`src/rtl/s713_resp_misr_if.sv`:
```
// Response stream between the s713 output capture and the MISR compactor.
// The producer drives valid/data; the compactor answers with ready.
interface s713_resp_misr_if #(
  parameter int W = 23
);
  logic         valid;
  logic         ready;
  logic [W-1:0] data;

  modport master (output valid, output data, input ready);
  modport slave  (input valid, input data, output ready);
endinterface

```
`src/rtl/s713_resp_misr.sv`:
```
// MISR response compactor for the s713 core: folds one W-bit response per vector
// into a signature over a programmed vector count, then compares it to a golden value.
module s713_resp_misr #(
  parameter int           W    = 23,
  parameter int           CW   = 16,
  parameter logic [W-1:0] POLY = 23'h000021,
  parameter logic [W-1:0] SEED = 23'h000000
) (
  input  logic                CK,
  input  logic                RST_N,
  input  logic                start,
  input  logic [CW-1:0]       num_vec,
  input  logic [W-1:0]        golden,
  s713_resp_misr_if.slave     resp,
  output logic [W-1:0]        sig,
  output logic [CW-1:0]       count,
  output logic                busy,
  output logic                done,
  output logic                pass
);

  typedef enum logic [1:0] {
    ST_IDLE = 2'd0,
    ST_RUN  = 2'd1,
    ST_DONE = 2'd2
  } state_t;

  state_t        state_r, state_nx_s;
  logic [W-1:0]  sig_r, sig_nx_s;
  logic [W-1:0]  golden_r, golden_nx_s;
  logic [CW-1:0] count_r, count_nx_s;
  logic [CW-1:0] target_r, target_nx_s;
  logic          ready_r, busy_r, done_r, pass_r;
  logic          ready_nx_s, busy_nx_s, done_nx_s, pass_nx_s;
  logic          take_s, start_ok_s, last_s;

  // Galois step: multiply by x modulo the feedback polynomial, then fold in the response
  function automatic logic [W-1:0] misr_step(input logic [W-1:0] cur, input logic [W-1:0] din);
    logic [W-1:0] shifted;
    shifted = {cur[W-2:0], 1'b0};
    if (cur[W-1]) begin
      shifted = shifted ^ POLY;
    end else begin
      shifted = shifted;
    end
    return shifted ^ din;
  endfunction

  // Handshake qualifiers; ready is a flop, so no path from valid back to ready
  always_comb begin
    take_s     = resp.valid && ready_r;
    start_ok_s = start && (state_r != ST_RUN);
    last_s     = (count_r + CW'(1)) == target_r;
  end

  // Next-state logic
  always_comb begin
    state_nx_s = state_r;
    case (state_r)
      ST_IDLE, ST_DONE: begin
        if (start_ok_s) begin
          state_nx_s = (num_vec == {CW{1'b0}}) ? ST_DONE : ST_RUN;
        end else begin
          state_nx_s = state_r;
        end
      end
      ST_RUN: begin
        if (take_s && last_s) begin
          state_nx_s = ST_DONE;
        end else begin
          state_nx_s = ST_RUN;
        end
      end
      default: state_nx_s = ST_IDLE;
    endcase
  end

  // Datapath next values: a start reloads the run context, a taken beat advances the MISR
  always_comb begin
    sig_nx_s    = sig_r;
    count_nx_s  = count_r;
    target_nx_s = target_r;
    golden_nx_s = golden_r;
    if (start_ok_s) begin
      sig_nx_s    = SEED;
      count_nx_s  = {CW{1'b0}};
      target_nx_s = num_vec;
      golden_nx_s = golden;
    end else if (take_s) begin
      sig_nx_s   = misr_step(sig_r, resp.data);
      count_nx_s = count_r + CW'(1);
    end else begin
      sig_nx_s   = sig_r;
      count_nx_s = count_r;
    end
  end

  // Output decode of the upcoming state, registered below so every output is a flop
  always_comb begin
    ready_nx_s = (state_nx_s == ST_RUN);
    busy_nx_s  = (state_nx_s == ST_RUN);
    done_nx_s  = (state_nx_s == ST_DONE);
    pass_nx_s  = done_nx_s && (sig_nx_s == golden_nx_s);
  end

  // State and status registers
  always_ff @(posedge CK) begin
    if (!RST_N) begin
      state_r <= ST_IDLE;
      ready_r <= 1'b0;
      busy_r  <= 1'b0;
      done_r  <= 1'b0;
      pass_r  <= 1'b0;
    end else begin
      state_r <= state_nx_s;
      ready_r <= ready_nx_s;
      busy_r  <= busy_nx_s;
      done_r  <= done_nx_s;
      pass_r  <= pass_nx_s;
    end
  end

  // Signature, counter and per-run context registers
  always_ff @(posedge CK) begin
    if (!RST_N) begin
      sig_r    <= {W{1'b0}};
      count_r  <= {CW{1'b0}};
      target_r <= {CW{1'b0}};
      golden_r <= {W{1'b0}};
    end else begin
      sig_r    <= sig_nx_s;
      count_r  <= count_nx_s;
      target_r <= target_nx_s;
      golden_r <= golden_nx_s;
    end
  end

  assign resp.ready = ready_r;
  assign sig        = sig_r;
  assign count      = count_r;
  assign busy       = busy_r;
  assign done       = done_r;
  assign pass       = pass_r;

endmodule

```
`src/flat_wrapper.sv`:
```
// flat-port wrapper written by rule: the top's interface ports become plain ports
module s713_resp_misr_flat 
#(
  parameter int           W    = 23,
  parameter int           CW   = 16,
  parameter logic [W-1:0] POLY = 23'h000021,
  parameter logic [W-1:0] SEED = 23'h000000
)
  (CK, RST_N, start, num_vec, golden, sig, count, busy, done, pass, resp_valid, resp_data, resp_ready);
  s713_resp_misr_if #(.W(W)) resp_i ();
  input  logic CK;
  input  logic RST_N;
  input  logic start;
  input  logic [CW-1:0] num_vec;
  input  logic [W-1:0] golden;
  output logic [W-1:0] sig;
  output logic [CW-1:0] count;
  output logic busy;
  output logic done;
  output logic pass;
  input wire logic [$bits(resp_i.valid)-1:0] resp_valid;
  input wire logic [$bits(resp_i.data)-1:0] resp_data;
  output wire logic [$bits(resp_i.ready)-1:0] resp_ready;
  assign resp_i.valid = resp_valid;
  assign resp_i.data = resp_data;
  assign resp_ready = resp_i.ready;
  s713_resp_misr #(.W(W), .CW(CW), .POLY(POLY), .SEED(SEED)) u_core (.CK(CK), .RST_N(RST_N), .start(start), .num_vec(num_vec), .golden(golden), .resp(resp_i), .sig(sig), .count(count), .busy(busy), .done(done), .pass(pass));
endmodule
```
`config.mk`:
```
export PLATFORM = sky130hd
export DESIGN_NAME = s713_resp_misr_flat
export DESIGN_NICKNAME = d
export VERILOG_FILES = /design/src/rtl/s713_resp_misr_if.sv /design/src/rtl/s713_resp_misr.sv /design/src/flat_wrapper.sv
export SDC_FILE = /design/constraint.sdc
export NUM_CORES = 1
export LEC_CHECK = 0
export CORE_AREA = 3 3 108 89
export CTS_CLUSTER_DIAMETER = 200
export DETAILED_ROUTE_END_ITERATION = 7
export DIE_AREA = 0 0 111 92
export GPL_ROUTABILITY_DRIVEN = 0
export PLACE_DENSITY_LB_ADDON = 0.1
export SLEW_MARGIN = 30
export SYNTH_ARGS = -nofsm -noshare
export SYNTH_HDL_FRONTEND = slang
export SYNTH_SLANG_ARGS = --single-unit
```
`constraint.sdc`:
```
create_clock -name CK -period 2.4 [get_ports CK]
set_input_delay 0.48 -clock CK [delete_from_list [all_inputs] [get_ports CK]]
set_output_delay 0.48 -clock CK [all_outputs]
set_load 0.02 [all_outputs]
```
==> impl_metrics.yaml, run 1 <==
sta:
  rsz0062_at_grt: "false"
  hold_viol: 0
  worst_hold_slack_ns: 0.475
  relSlewSlack_pct: 70.7
  finClkSkew_ns: 0.00959
  tns_ns: 0
  max_freq_mhz: 427
  period_needed_ns: 2.34
  setup_viol: 0
  fin_crit_sh_pct: 97.6
  tightest_slew_ns: 0.440
  drv_slew: 0
setup_path:
  critical_path.cell_chain: "ha_1, nand3_2, nor3_2, o211a_1, o2111ai_1, a2111oi_4, a31oi_4, a2111oi_2"
  worstReg2RegStart: "u_core.count[1]"
  rr_worst_depth: 8
  worstPathArrival_ns: 2.59
  worstSetupPathType: "reg -> reg"
  critical_path_required_ns: 2.65
  slowest_stage: "a2111oi_4"
  reg2reg_slack_ns: 0.06
  endpoint_kind: "flop"
  worstPathMaxFanout: 6
  slowest_delay_ns: 0.44
  cp_top_family: "compound AO/OA/AOI/OAI gates"
  timing.rr.end: "u_core.pass"
  critPathLaunchType: "flop"
  path_buf_inv: 0
power:
  combPwrFrac_pct: 19.8
  internal_power_mw: 2.28
  power_density_mw_per_mm2: 549
  ir_drop_mv: 0.328
  total_power_mw: 3.21
  clockPowerShare_pct: 32.6
  switching_share_pct: 28.8
  leakage_nw: 2.08
  seq_power_share_pct: 47.6
  switching_power_mw: 0.922
logic_synthesis:
  synth_warnings: 0
  synthArstFlopShare_pct: 0
  syn_nets: 589
  synth_seq_area_share_pct: 39.5
  synth_area_mm2: 0.00421
  synth_flop_cell: "dfxtp_1"
  synth-seq-cells: 83
  yosysUniqueCellTypes: 40
  synth.avg_cell_area_um2: 8.06
  synth_edf_count: 0
  synth_cells: 522
worst_hold_path:
  whs_path_depth: 2
  whs_endpoint: "u_core.golden_r[19]"
  min_from: "u_core.golden_r[19]"
  hp-class: "reg -> reg"
placement:
  place_hpwl_mm: 9.53
  port_buffers: 108
  place_inst: 741
die:
  num_rows: 30
  die_w_um: 111
  dieArea_mm2: 0.0102
  io_pins: 109
  die_y_um: 92
  initial_core_util_pct: 49.4
  core_area_mm2: 0.00852
route:
  vias_per_cell: 5.42
  totalWireLength_mm: 12.3
  firstDrtPassIters: 5
  wl_per_cell_um: 16.2
  vias: 4117
  drt_iter0_markers: 286
  ant_nets: 0
  drc: 0
final_layout:
  final_common_cell: "clkdlybuf4s50_1"
  final_util_pct: 68.5
  nNetsFinal: 709
  finalNonFillerCells: 759
  mostFrequentLayoutCells: "clkdlybuf4s50_1, nand2_1, dfxtp_1, xnor2_1, nor2_1"
  fill_cells: 747
  syn_to_final_growth_pct: 38.7
  n_antenna_cell: 0
  layout-drive-gt1-share_pct: 10.0
cts:
  hold_buffers: 0
  clock-sinks: 83
  cts_buffers: 9
  cts_tree: "built"
  cts_htree_levels: 3
  root_buffer: "clkbuf_8"
  clockBufferDepth: 2
  clk_pin_slew_ns: 0.09
  clkLatencyLatePin_ns: 0.35
global_routing:
  grt_max_degree: 45
  grt_use_total_pct: 23.9
  grt_pass1_wl_mm: 19.6
  grt_pass1_vias: 3745
  gr-total-overflow: 0
  antenna_found_initial: 0
outcome:
  outcome: "completed"
run:
  drv_cap: 0
worst max path at each step:
| stage | slack [ns] | endpoint | cells past startpoint | from |
|---|---|---|---|---|
| after floorplan | 0.04 | u_core.pass | 8 | u_core.count[4] |
| after global placement | -0.09 | u_core.pass | 9 | resp_valid |
| after detailed placement | -0.18 | u_core.pass | 9 | resp_valid |
| after CTS | 0.005 | u_core.pass | 7 | u_core.count[1] |
| after global routing | 0.0002 | u_core.pass | 9 | resp_valid |
| final | 0.06 | u_core.pass | 8 | u_core.count[1] |
through the flow:
step | instance area (um^2) | setup slack, ns
2_1_floorplan | 4210 | 0.0422
3_3_place_gp | 5560 | -0.0934
3_5_place_dp | 5560 | -0.183
4_1_cts | 5770 | 0.00452
5_1_grt | 5830 | 0.000151
6_report | 5830 | 0.0576
registers in the layout, summed over array words and instances, names as in the netlist:
| signal | count |
|---|---|
| u_core.golden_r | 23 |
| u_core.target_r | 16 |
| u_core.count | 16 |
| u_core.resp.ready | 1 |
| u_core.done | 1 |
| u_core.pass | 1 |
| u_core.sig | 23 |
| u_core.state_r | 2 |
logic make-up after synthesis:
| group | Yosys count | synth area share (%) |
|---|---|---|
| xor+xnor | 95 | 19.8 |
| compound gates | 86 | 12.7 |
| fa+ha+maj | 1 | 0.297 |
| flops | 83 | 39.5 |
| simple gates | 211 | 22.4 |
| buf+inv | 41 | 4.13 |
| mux | 5 | 1.19 |
area by class of cell:
| type | instances | area (um^2) | share of cell area, % |
|---|---|---|---|
| clock buffers | 10 | 138 | 2.36 |
| inverters | 9 | 33.8 | 0.579 |
| clock inverters | 6 | 71.3 | 1.22 |
| well taps | 112 | 140 | 2.40 |
| repair buffers | 141 | 1370 | 23.4 |
| flip-flops and latches | 83 | 1670 | 28.6 |
| multi-input cells | 398 | 2420 | 41.4 |
cell usage after synthesis, types with 2 or more instances:
cell type	instances	share of area, %
o21ai_0	7	0.83
nand4_1	13	1.9
buf_4	3	0.54
and3_1	4	0.59
a211oi_1	16	2.9
xor2_1	32	6.7
nor4_1	15	2.2
a221oi_1	2	0.42
nand3_1	8	0.95
inv_1	8	0.71
a21oi_1	46	5.5
nand2_1	92	8.2
buf_2	6	0.71
a31oi_1	2	0.30
nand2b_1	2	0.30
o22ai_1	2	0.30
buf_1	6	0.54
o2bb2ai_1	2	0.42
and2_1	2	0.30
nor3_1	13	1.5
nor2_1	58	5.2
a2111oi_2	2	0.71
mux2i_1	5	1.2
clkbuf_1	16	1.4
xnor2_1	63	13
dfxtp_1	83	39
worst reg2reg max path: cells and delay by family (launching register included):
kind | cells | cell delay [ns]
flip-flops | 1 | 0.39
AND/OR/NAND/NOR | 2 | 0.42
AO/OA/AOI/OAI | 5 | 1.23
adder cells (fa/ha/maj) | 1 | 0.21
metal layers:
metal | track usage, % | up-vias | part of all wire, %
met3 | 4.62 | 15 | 9.5
met4 | 4.92 | 0 | 1.2
li1 | - | 2007 | -
met2 | 32.7 | 190 | 40
met1 | 38.3 | 1905 | 49
met5 | 0 | - | 0
repair_timing:
item | in CTS | in global routing
cloned | 0 | 0
setup endpoints to repair | 1 | 1
pin swaps | 0 | 6
gates resized for setup | 1 | 12
buffers inserted | 0 | 2
power by group through the flow:
stage | sequential [mW] | combinational (mW) | clock [mW]
CTS | 1.52 | 0.624 | 1.07
global route | 1.53 | 0.690 | 1.13
finish | 1.53 | 0.634 | 1.05
floorplan | 1.55 | 0.339 | 0
global placement | 1.55 | 0.611 | 0
detailed placement | 1.55 | 0.619 | 0
Note: power is estimated with default switching activity, not from simulation.
==> run 2: changes to the inputs <==
Settings changed: TNS_END_PERCENT set to 10.
==> results of run 2 <==
Final layout, timing and power as in run 1 (identical DEF).
